===== src/rtl/mem_pair_issue_if.sv =====
// Bundle between the EX stage and the data-memory port of the pair issuer.
// Carries the offered pair, the ready handshake and the per-slot requests
// going to data memory.
interface mem_pair_issue_if;
    logic        in_valid;
    logic        in_ready;
    logic        in_first;
    logic        in_op_valid_1;
    logic        in_op_valid_2;
    logic [31:0] in_addr_1;
    logic [31:0] in_addr_2;
    logic [1:0]  in_size_1;
    logic [1:0]  in_size_2;
    logic        in_signed_1;
    logic        in_signed_2;
    logic        in_we_1;
    logic        in_we_2;
    logic [31:0] in_wdata_1;
    logic [31:0] in_wdata_2;

    logic [31:0] dm_addr_1;
    logic [31:0] dm_addr_2;
    logic [1:0]  dm_size_1;
    logic [1:0]  dm_size_2;
    logic        dm_signed_1;
    logic        dm_signed_2;
    logic        dm_we_1;
    logic        dm_we_2;
    logic [31:0] dm_wdata_1;
    logic [31:0] dm_wdata_2;
    logic        dm_first;
    logic        out_valid;

    // EX stage / bench side
    modport master (
        output in_valid, in_first, in_op_valid_1, in_op_valid_2,
               in_addr_1, in_addr_2, in_size_1, in_size_2,
               in_signed_1, in_signed_2, in_we_1, in_we_2,
               in_wdata_1, in_wdata_2,
        input  in_ready,
               dm_addr_1, dm_addr_2, dm_size_1, dm_size_2,
               dm_signed_1, dm_signed_2, dm_we_1, dm_we_2,
               dm_wdata_1, dm_wdata_2, dm_first, out_valid
    );

    // Issuer side
    modport slave (
        input  in_valid, in_first, in_op_valid_1, in_op_valid_2,
               in_addr_1, in_addr_2, in_size_1, in_size_2,
               in_signed_1, in_signed_2, in_we_1, in_we_2,
               in_wdata_1, in_wdata_2,
        output in_ready,
               dm_addr_1, dm_addr_2, dm_size_1, dm_size_2,
               dm_signed_1, dm_signed_2, dm_we_1, dm_we_2,
               dm_wdata_1, dm_wdata_2, dm_first, out_valid
    );
endinterface


===== src/rtl/mem_pair_issue.sv =====
// Dual-slot memory issue stage. A pair of memory ops from EX is normally sent
// to data memory together one cycle later. When the older op is a store and
// the younger op touches the same word in a way that cannot be merged (a load,
// or a partial store), the pair is split: older op first, younger op on the
// following cycle. Slots never swap position; only the unused slot is idled.
module mem_pair_issue #(
    parameter int CNT_W = 16
) (
    input  logic             clock,
    input  logic             reset,
    input  logic             flush,
    mem_pair_issue_if.slave  bus,
    output logic [CNT_W-1:0] split_count
);

    localparam logic [1:0] DM_WORD = 2'b00;

    typedef enum logic [1:0] {
        IDLE        = 2'd0,
        PAIR        = 2'd1,
        SPLIT_OLD   = 2'd2,
        SPLIT_YOUNG = 2'd3
    } state_t;

    typedef struct packed {
        logic [31:0] addr;
        logic [1:0]  size;
        logic        sgn;
        logic        we;
        logic [31:0] wdata;
    } slot_t;

    localparam slot_t SLOT_IDLE = '{addr: 32'h0, size: DM_WORD, sgn: 1'b0,
                                    we: 1'b0, wdata: 32'h0};

    // A slot without a live op must present a quiet, all-default request.
    function automatic slot_t f_live(input logic valid, input slot_t s);
        f_live = valid ? s : SLOT_IDLE;
    endfunction

    state_t           r_state;
    slot_t            r_d1;
    slot_t            r_d2;
    slot_t            r_pend;
    logic             r_pend_slot2;
    logic             r_first;
    logic             r_out_valid;
    logic [CNT_W-1:0] r_split_count;

    slot_t w_s1;
    slot_t w_s2;
    slot_t w_old;
    slot_t w_yng;
    logic  w_word_match;
    logic  w_conflict;
    logic  w_in_ready;
    logic  w_accept;

    // Decode the offered pair into older/younger views and detect a conflict.
    always_comb begin
        w_s1 = '{addr: bus.in_addr_1, size: bus.in_size_1, sgn: bus.in_signed_1,
                 we: bus.in_we_1, wdata: bus.in_wdata_1};
        w_s2 = '{addr: bus.in_addr_2, size: bus.in_size_2, sgn: bus.in_signed_2,
                 we: bus.in_we_2, wdata: bus.in_wdata_2};
        if (bus.in_first) begin
            w_old = w_s2;
            w_yng = w_s1;
        end else begin
            w_old = w_s1;
            w_yng = w_s2;
        end
        w_word_match = (bus.in_addr_1[12:2] == bus.in_addr_2[12:2]);
        w_conflict   = bus.in_op_valid_1 && bus.in_op_valid_2 && w_old.we &&
                       w_word_match && (!w_yng.we || (w_yng.size != DM_WORD));
    end

    // The pending younger op of a split blocks new pairs for one cycle.
    assign w_in_ready = (r_state != SPLIT_OLD) && !flush;
    assign w_accept   = bus.in_valid && w_in_ready;

    // Issue FSM: owns state, the registered data-memory request and the counter.
    always_ff @(posedge clock) begin
        if (reset) begin
            r_state       <= IDLE;
            r_d1          <= SLOT_IDLE;
            r_d2          <= SLOT_IDLE;
            r_pend        <= SLOT_IDLE;
            r_pend_slot2  <= 1'b0;
            r_first       <= 1'b0;
            r_out_valid   <= 1'b0;
            r_split_count <= '0;
        end else if (flush) begin
            r_state      <= IDLE;
            r_d1         <= SLOT_IDLE;
            r_d2         <= SLOT_IDLE;
            r_pend       <= SLOT_IDLE;
            r_pend_slot2 <= 1'b0;
            r_out_valid  <= 1'b0;
        end else begin
            case (r_state)
                SPLIT_OLD: begin
                    r_state     <= SPLIT_YOUNG;
                    r_d1        <= r_pend_slot2 ? SLOT_IDLE : r_pend;
                    r_d2        <= r_pend_slot2 ? r_pend : SLOT_IDLE;
                    r_pend      <= SLOT_IDLE;
                    r_out_valid <= 1'b1;
                end
                default: begin
                    if (w_accept) begin
                        r_first <= bus.in_first;
                        if (w_conflict) begin
                            r_state      <= SPLIT_OLD;
                            r_d1         <= bus.in_first ? SLOT_IDLE : w_s1;
                            r_d2         <= bus.in_first ? w_s2 : SLOT_IDLE;
                            r_pend       <= w_yng;
                            r_pend_slot2 <= !bus.in_first;
                            r_out_valid  <= 1'b1;
                            if (r_split_count != {CNT_W{1'b1}}) begin
                                r_split_count <= r_split_count +
                                                 {{(CNT_W-1){1'b0}}, 1'b1};
                            end else begin
                                r_split_count <= r_split_count;
                            end
                        end else begin
                            r_state     <= PAIR;
                            r_d1        <= f_live(bus.in_op_valid_1, w_s1);
                            r_d2        <= f_live(bus.in_op_valid_2, w_s2);
                            r_out_valid <= bus.in_op_valid_1 || bus.in_op_valid_2;
                        end
                    end else begin
                        r_state     <= IDLE;
                        r_d1        <= SLOT_IDLE;
                        r_d2        <= SLOT_IDLE;
                        r_out_valid <= 1'b0;
                    end
                end
            endcase
        end
    end

    assign bus.in_ready    = w_in_ready;
    assign bus.dm_addr_1   = r_d1.addr;
    assign bus.dm_size_1   = r_d1.size;
    assign bus.dm_signed_1 = r_d1.sgn;
    assign bus.dm_we_1     = r_d1.we;
    assign bus.dm_wdata_1  = r_d1.wdata;
    assign bus.dm_addr_2   = r_d2.addr;
    assign bus.dm_size_2   = r_d2.size;
    assign bus.dm_signed_2 = r_d2.sgn;
    assign bus.dm_we_2     = r_d2.we;
    assign bus.dm_wdata_2  = r_d2.wdata;
    assign bus.dm_first    = r_first;
    assign bus.out_valid   = r_out_valid;
    assign split_count     = r_split_count;

endmodule

===== src/flat_wrapper.sv =====
// flat-port wrapper written by rule: the top's interface ports become plain ports
module mem_pair_issue_flat 
#(
    parameter int CNT_W = 16
)
  (clock, reset, flush, split_count, bus_in_valid, bus_in_first, bus_in_op_valid_1, bus_in_op_valid_2, bus_in_addr_1, bus_in_addr_2, bus_in_size_1, bus_in_size_2, bus_in_signed_1, bus_in_signed_2, bus_in_we_1, bus_in_we_2, bus_in_wdata_1, bus_in_wdata_2, bus_in_ready, bus_dm_addr_1, bus_dm_addr_2, bus_dm_size_1, bus_dm_size_2, bus_dm_signed_1, bus_dm_signed_2, bus_dm_we_1, bus_dm_we_2, bus_dm_wdata_1, bus_dm_wdata_2, bus_dm_first, bus_out_valid);
  mem_pair_issue_if bus_i ();
  input  logic clock;
  input  logic reset;
  input  logic flush;
  output logic [CNT_W-1:0] split_count;
  input wire logic [$bits(bus_i.in_valid)-1:0] bus_in_valid;
  input wire logic [$bits(bus_i.in_first)-1:0] bus_in_first;
  input wire logic [$bits(bus_i.in_op_valid_1)-1:0] bus_in_op_valid_1;
  input wire logic [$bits(bus_i.in_op_valid_2)-1:0] bus_in_op_valid_2;
  input wire logic [$bits(bus_i.in_addr_1)-1:0] bus_in_addr_1;
  input wire logic [$bits(bus_i.in_addr_2)-1:0] bus_in_addr_2;
  input wire logic [$bits(bus_i.in_size_1)-1:0] bus_in_size_1;
  input wire logic [$bits(bus_i.in_size_2)-1:0] bus_in_size_2;
  input wire logic [$bits(bus_i.in_signed_1)-1:0] bus_in_signed_1;
  input wire logic [$bits(bus_i.in_signed_2)-1:0] bus_in_signed_2;
  input wire logic [$bits(bus_i.in_we_1)-1:0] bus_in_we_1;
  input wire logic [$bits(bus_i.in_we_2)-1:0] bus_in_we_2;
  input wire logic [$bits(bus_i.in_wdata_1)-1:0] bus_in_wdata_1;
  input wire logic [$bits(bus_i.in_wdata_2)-1:0] bus_in_wdata_2;
  output wire logic [$bits(bus_i.in_ready)-1:0] bus_in_ready;
  output wire logic [$bits(bus_i.dm_addr_1)-1:0] bus_dm_addr_1;
  output wire logic [$bits(bus_i.dm_addr_2)-1:0] bus_dm_addr_2;
  output wire logic [$bits(bus_i.dm_size_1)-1:0] bus_dm_size_1;
  output wire logic [$bits(bus_i.dm_size_2)-1:0] bus_dm_size_2;
  output wire logic [$bits(bus_i.dm_signed_1)-1:0] bus_dm_signed_1;
  output wire logic [$bits(bus_i.dm_signed_2)-1:0] bus_dm_signed_2;
  output wire logic [$bits(bus_i.dm_we_1)-1:0] bus_dm_we_1;
  output wire logic [$bits(bus_i.dm_we_2)-1:0] bus_dm_we_2;
  output wire logic [$bits(bus_i.dm_wdata_1)-1:0] bus_dm_wdata_1;
  output wire logic [$bits(bus_i.dm_wdata_2)-1:0] bus_dm_wdata_2;
  output wire logic [$bits(bus_i.dm_first)-1:0] bus_dm_first;
  output wire logic [$bits(bus_i.out_valid)-1:0] bus_out_valid;
  assign bus_i.in_valid = bus_in_valid;
  assign bus_i.in_first = bus_in_first;
  assign bus_i.in_op_valid_1 = bus_in_op_valid_1;
  assign bus_i.in_op_valid_2 = bus_in_op_valid_2;
  assign bus_i.in_addr_1 = bus_in_addr_1;
  assign bus_i.in_addr_2 = bus_in_addr_2;
  assign bus_i.in_size_1 = bus_in_size_1;
  assign bus_i.in_size_2 = bus_in_size_2;
  assign bus_i.in_signed_1 = bus_in_signed_1;
  assign bus_i.in_signed_2 = bus_in_signed_2;
  assign bus_i.in_we_1 = bus_in_we_1;
  assign bus_i.in_we_2 = bus_in_we_2;
  assign bus_i.in_wdata_1 = bus_in_wdata_1;
  assign bus_i.in_wdata_2 = bus_in_wdata_2;
  assign bus_in_ready = bus_i.in_ready;
  assign bus_dm_addr_1 = bus_i.dm_addr_1;
  assign bus_dm_addr_2 = bus_i.dm_addr_2;
  assign bus_dm_size_1 = bus_i.dm_size_1;
  assign bus_dm_size_2 = bus_i.dm_size_2;
  assign bus_dm_signed_1 = bus_i.dm_signed_1;
  assign bus_dm_signed_2 = bus_i.dm_signed_2;
  assign bus_dm_we_1 = bus_i.dm_we_1;
  assign bus_dm_we_2 = bus_i.dm_we_2;
  assign bus_dm_wdata_1 = bus_i.dm_wdata_1;
  assign bus_dm_wdata_2 = bus_i.dm_wdata_2;
  assign bus_dm_first = bus_i.dm_first;
  assign bus_out_valid = bus_i.out_valid;
  mem_pair_issue #(.CNT_W(CNT_W)) u_core (.clock(clock), .reset(reset), .flush(flush), .bus(bus_i), .split_count(split_count));
endmodule

===== config.mk =====
export PLATFORM = sky130hd
export DESIGN_NAME = mem_pair_issue_flat
export DESIGN_NICKNAME = d
export VERILOG_FILES = /design/src/rtl/mem_pair_issue_if.sv /design/src/rtl/mem_pair_issue.sv /design/src/flat_wrapper.sv
export SDC_FILE = /design/constraint.sdc
export NUM_CORES = 1
export LEC_CHECK = 0
export CAP_MARGIN = 10
export CORE_ASPECT_RATIO = 0.7
export CORE_MARGIN = 5
export CORE_UTILIZATION = 30
export CTS_CLUSTER_SIZE = 25
export DETAILED_ROUTE_END_ITERATION = 7
export MAX_ROUTING_LAYER = met4
export PLACE_DENSITY = 0.63
export RECOVER_POWER = 25
export SKIP_LAST_GASP = 1
export SYNTH_ARGS = -nofsm -noshare
export SYNTH_HDL_FRONTEND = slang
export SYNTH_SLANG_ARGS = --single-unit
export TNS_END_PERCENT = 20

===== constraint.sdc =====
create_clock -name clock -period 4.15 [get_ports clock]
set_input_delay 0.83 -clock clock [delete_from_list [all_inputs] [get_ports clock]]
set_output_delay 0.83 -clock clock [all_outputs]
set_load 0.02 [all_outputs]

After elaboration in Yosys (flattened, before gate mapping)
Cells that the tools add are included.

operators by class
  equal/unequal tests = 4
  add/subtract/negate cells = 1
  bitwise gates (word level) = 2
  reduce and logical (&&, ||, !) cells = 18
  mux-type cells = 20

operators by type and width
  kind                     count
  $mux W68                 13
  $mux W33                 1
  $add A16 B1 Y16 const B  1
  $ne A16 B16 Y1 const B   1
  $eq A11 B11 Y1           1
  $logic_and A1 B1 Y1      6
  $mux W2                  3
  $reduce_and A3 Y1        2
  $reduce_and A5 Y1        1
  $logic_not A1 Y1         3
  $mux W1                  3
  $reduce_or A3 Y1         1
  $eq A2 B2 Y1 const B     1
  $logic_or A1 B1 Y1       2
  $ne A2 B2 Y1 const B     1
  $not A1 Y1               2
  $reduce_and A2 Y1        1
  $reduce_bool A2 Y1       1
  $reduce_or A2 Y1         1

storage, ports and cells
  word-level logic and storage cells = 65
  bits in registers = 225

Depth between registers and ports, before layout
  word-level depth = 7
  gate-level depth with buffers = 8
  depth with buffers taken out = 6

Worst setup path after synthesis
Ideal clock, no wire load.

  path type = input-to-reg
  start point = input port bus_in_first
  end point = register u_core.r_d2 (netlist bit u_core.bus.dm_addr_2[19])
  setup slack = 1634 ps
  stages on the path = 7
  arrival = 2456 ps
  cells stage by stage = or4b_1 and4_4 nand4_4 mux2i_1 buf_2 buf_4 a22o_1

on the way
  word-level cells in the longest chain between the ends = 7
  elaborated cells between the ends (all ways) = 12
  those cells by class = 6 x mux; 6 x reduce/logical

RTL lines
  element                                                    line                                        RTL
  from (decl)                                                flat_wrapper.sv:13                          input wire logic [$bits(bus_i.in_first)-1:0] bus_in_first;
  $mux W68 or $mux W33 (tied branches)                       mem_pair_issue.sv:65                        if (bus.in_first) begin
  $reduce_bool A2 Y1 (tied with other cells)                 mem_pair_issue.sv:74                        w_word_match && (!w_yng.we || (w_yng.size != DM_WORD));
  $logic_or A1 B1 Y1 or $logic_and A1 B1 Y1 (tied branches)  mem_pair_issue.sv:74, mem_pair_issue.sv:73
  $logic_and A1 B1 Y1                                        mem_pair_issue.sv:74
  $mux W68 *                                                 mem_pair_issue.sv:111                       if (w_conflict) begin
  $mux W68 *                                                 mem_pair_issue.sv:109                       if (w_accept) begin
  $mux W68 *                                                 mem_pair_issue.sv:100                       case (r_state)
  to (signal assigned)                                       mem_pair_issue.sv:104                       r_d2 <= r_pend_slot2 ? r_pend : SLOT_IDLE;
  to (signal assigned)                                       mem_pair_issue.sv:114                       r_d2 <= bus.in_first ? w_s2 : SLOT_IDLE;
  to (signal assigned)                                       mem_pair_issue.sv:127                       r_d2 <= f_live(bus.in_op_valid_2, w_s2);
  to (decl)                                                  mem_pair_issue.sv:43                        slot_t r_d2;

Mark *: on every way between the ends. The rest lies on a longest branch, timed or not.
A chain may end at the register's enable or synchronous reset.

Worst setup path after layout
  start point = input port bus_in_addr_2[11]
  end point = register u_core.r_d2 (netlist bit u_core.bus.dm_addr_2[21])

on the way
  word-level cells in the longest chain between the ends = 6

RTL lines
  element              line                   RTL
  from (decl)          flat_wrapper.sv:17     input wire logic [$bits(bus_i.in_addr_2)-1:0] bus_in_addr_2;
  $eq A11 B11 Y1       mem_pair_issue.sv:72   w_word_match = (bus.in_addr_1[12:2] == bus.in_addr_2[12:2]);
  $logic_and A1 B1 Y1  mem_pair_issue.sv:73   w_conflict = bus.in_op_valid_1 && bus.in_op_valid_2 && w_old.we &&
  $logic_and A1 B1 Y1  mem_pair_issue.sv:74
  $mux W68             mem_pair_issue.sv:111
  $mux W68             mem_pair_issue.sv:109
  $mux W68             mem_pair_issue.sv:100

Every way passes these cells.

==> flow_metrics.py <==
metrics = {
    "die": {
        "die_height_microns": 151.4,
        "die_x_microns": 212.0,
        "floorplan.io_pins": 298,
        "die_footprint_sq_um": 32100,
        "core.rowCount": 51,
        "core-area_sq_um": 28010,
        "starting_utilization_of_the_core_area": 0.3060,
    },
    "timing": {
        "setup-violations-final": 0,
        "final_cycle_share": 0.7308,
        "timing.clock.skew_ns": 0.02041,
        "setup_total_negative_slack_ns": 0,
        "timing.max_slew.rel_slack": 0.3185,
        "rsz0062_at_grt": "false",
        "finalWorstPathRequiredPeriod_ns": 3.033,
        "fmaxAchievable_mhz": 329.7,
        "worst-slew-pin-transition_ns": 1.022,
        "slew_viol_final": 0,
        "report.final.hold_viol_count": 0,
    },
    "logic_synthesis": {
        "synth-warning-count": 0,
        "synth_largest_area_cell": "sky130_fd_sc_hd__dfxtp_1",
        "syn_nets": 925,
        "postSynth.topFlopCell": "sky130_fd_sc_hd__dfxtp_1",
        "synth_top_cells_by_area": "sky130_fd_sc_hd__dfxtp_1, sky130_fd_sc_hd__a22o_1, sky130_fd_sc_hd__mux2i_1",
        "syn-cell-area_sq_um": 8571,
        "synthTopCellsByCount": "sky130_fd_sc_hd__dfxtp_1, sky130_fd_sc_hd__a22o_1, sky130_fd_sc_hd__a21oi_1",
        "seq_area_frac_synth": 0.5255,
        "ys_types": 43,
        "cell_with_the_most_instances_after_synthesis": "sky130_fd_sc_hd__dfxtp_1",
        "synthesized_netlist_cell_count": 781,
        "register_bit_total_from_synthesis": 225,
        "synthArstFlopShare": 0,
        "post-synth-top-area-fraction": 0.5255,
        "synth_enable_flop_cells": 0,
        "post_synth.cell_area_avg_sq_um": 10.97,
    },
    "worst_setup_path": {
        "timing.critical_path.max_delay_family": "simple AND/OR/NAND/NOR gates",
        "cp_cell_sequence": "clkdlybuf4s50_1, xnor2_1, and4_4, nand4_1, mux2i_4, buf_12, a22o_1",
        "worst_setup_path_end_kind": "flip-flop",
        "cell_count_of_the_worst_reg_to_reg_path": 5,
        "criticalPathCategory": "in -> reg",
        "cp_max_fo": 51,
        "critical_path_required_ns": 4.56,
        "setup.worst_path.start_class": "input port",
        "worst-endpoint-arrival_ns": 3.45,
        "regToRegStartpoint": "u_core.split_count[3]$_SDFFE_PP0P_",
        "timing.rr.end": "u_core.split_count[7]$_SDFFE_PP0P_",
        "reg2reg_slack_ns": 1.65,
        "worst-path-buf-inv": 2,
        "cpPeakStageDelay_ns": 0.47,
        "cp_slowest_cell": "sky130_fd_sc_hd__clkdlybuf4s50_1",
    },
    "power": {
        "cellLeakagePower_nw": 4.809,
        "peakVddDrop_mv": 0.2321,
        "power_density_nw_per_um2": 381.6,
    },
    "grt": {
        "grt_overflow": 0,
        "global_route_usage_over_all_layers": 0.1833,
        "antenna_found_initial": 1,
        "grt_pass1_wl_microns": 45240,
        "grt_pass1_vias": 7671,
        "maximum_number_of_pins_on_one_net_before_global_route_repair": 118,
    },
    "clock_tree": {
        "count_of_hold_fix_buffers_inserted_at_cts": 0,
        "clock_insertion_delay_worst_skew_ns": 0.53,
        "numClockSinks": 225,
        "cts_made_buffers": 24,
        "htree_levels": 1,
        "tritoncts": "done",
        "clk_transition_reported_paths_ns": 0.06,
        "cts_resized": 0,
        "number_of_buffers_inserted_to_repair_setup_after_cts": 0,
        "cts_root_buf": "sky130_fd_sc_hd__clkbuf_16",
        "largest_buffer_count_on_any_clock_path": 3,
    },
    "run": {
        "max-cap-violations": 0,
    },
    "route": {
        "post_drt_wl_per_cell_microns": 21.07,
        "drc": 0,
        "routed-via-count": 7495,
        "detail_route.wirelength_microns": 30070,
        "drt-pass1-iter-count": 5,
        "drt_iter0_drc": 479,
        "detail_route.vias_per_cell": 5.252,
        "ant_nets": 0,
    },
    "placed_design": {
        "globalplace.congestion": 0.7771,
        "inst_count_dp": 1382,
        "portBuffers": 297,
        "place_hpwl_microns": 19560,
    },
    "finish": {
        "layout-drive-gt1-share": 0.06926,
        "post_layout_nonfiller_instances": 1427,
        "area.growth.synth_to_final_pct": 47.69,
        "final_net_count": 1181,
    },
    "min_path": {
        "min_delay_endpoint": "u_core.bus.dm_addr_2[4]$_SDFF_PP0_",
        "min_path_cells": 1,
        "min-delay-path-class": "reg -> reg",
        "min_from": "u_core.r_pend[40]$_SDFFE_PP0P_",
    },
    "run_status": {
        "status": "completed",
    },
}
==> layout make-up <==
| class | count | area (sq um) |
|---|---|---|
| Antenna cell | 2 | 5.005 |
| Clock buffer | 35 | 711.9 |
| Clock inverter | 8 | 110.1 |
| Fill cell | 2663 | 15350 |
| Inverter | 4 | 15.01 |
| Multi-Input combinational cell | 470 | 3715 |
| Sequential cell | 225 | 4504 |
| Tap cell | 371 | 464.2 |
| Timing Repair Buffer | 312 | 3133 |
==> per-stage QoR <==
step	area [sq um]	total power [mW]	hold WS, ns	setup slack (ns)	utilization
after global placement	11850	2.664	0.4789	0.7830	0.4229
final	12660	4.831	0.4865	1.117	0.4519
after floorplan	8571	2.410	0.4652	1.634	-
after global routing	12660	5.021	0.5065	0.9996	0.4518
after CTS	12670	4.909	0.4873	1.222	0.4522
after detailed placement	11850	2.666	0.4820	0.7460	0.4229
==> worst register-to-register path: stages (launching register included) <==
cell                      delay [ns]
sky130_fd_sc_hd__dfxtp_1        0.53
sky130_fd_sc_hd__nand3_1        0.23
sky130_fd_sc_hd__nor2_1         0.45
sky130_fd_sc_hd__a311o_1        0.72
sky130_fd_sc_hd__nor3_1         0.16
sky130_fd_sc_hd__mux2_2         0.30
==> sequential cells by signal, summed over array words and instances, names as in the netlist <==
| signal | count |
|---|---|
| u_core.bus.dm_addr_1 | 32 |
| u_core.bus.dm_addr_2 | 32 |
| u_core.bus.dm_first | 1 |
| u_core.bus.dm_signed_1 | 1 |
| u_core.bus.dm_signed_2 | 1 |
| u_core.bus.dm_size_1 | 2 |
| u_core.bus.dm_size_2 | 2 |
| u_core.bus.dm_wdata_1 | 32 |
| u_core.bus.dm_wdata_2 | 32 |
| u_core.bus.dm_we_1 | 1 |
| u_core.bus.dm_we_2 | 1 |
| u_core.bus.out_valid | 1 |
| u_core.r_pend | 68 |
| u_core.r_pend_slot2 | 1 |
| u_core.r_state | 2 |
| u_core.split_count | 16 |
==> report_power, final <==
| group | switching [mW] | total, mW | internal [mW] |
|---|---|---|---|
| clock network | 0.902 | 2.22 | 1.32 |
| registers | 0.00579 | 2.19 | 2.18 |
| logic | 0.204 | 0.423 | 0.219 |
==> layout by cell type, fill, tap and decap left out, types with 9 or more instances in the layout <==
cell type / instances
sky130_fd_sc_hd__dlygate4sd3_1: 92
sky130_fd_sc_hd__buf_4: 12
sky130_fd_sc_hd__a311oi_1: 68
sky130_fd_sc_hd__nand2_1: 9
sky130_fd_sc_hd__a22o_1: 136
sky130_fd_sc_hd__dfxtp_1: 225
sky130_fd_sc_hd__a21oi_1: 81
sky130_fd_sc_hd__mux2i_1: 68
sky130_fd_sc_hd__nor2_1: 13
sky130_fd_sc_hd__clkbuf_16: 24
sky130_fd_sc_hd__clkdlybuf4s50_1: 204
==> cell families after synthesis <==
kind of cell	share of synthesized area
flops	0.5255
compound gates	0.2720
buf+inv	0.04409
simple gates	0.05723
xor+xnor	0.01124
fa+ha+maj	0.001460
mux	0.08847
==> worst max-delay path by stage <==
stage          slack [ns]                             endpoint  cells after the start         startpoint
5_1_grt               1.0  u_core.bus.dm_addr_2[21]$_SDFF_PP0_                      7  bus_in_addr_2[11]
2_1_floorplan        1.63  u_core.bus.dm_addr_2[19]$_SDFF_PP0_                      7       bus_in_first
4_1_cts              1.22                         bus_in_ready                      3              flush
3_3_place_gp         0.78   u_core.split_count[5]$_SDFFE_PP0P_                      6  bus_in_addr_2[11]
6_report             1.12  u_core.bus.dm_addr_2[21]$_SDFF_PP0_                      7  bus_in_addr_2[11]
3_5_place_dp         0.75       u_core.r_pend[45]$_SDFFE_PP0P_                      7   bus_in_addr_2[9]
==> layer usage <==
layer  part of all wire  up-vias  global-route usage
met4              0.019        0             0.03540
li1                   -     3562                   -
met3              0.080       34             0.05114
met1               0.47     3596              0.2531
met2               0.43      303              0.2712
met5                  0        -                   -
(Power assumes the default switching activity.)
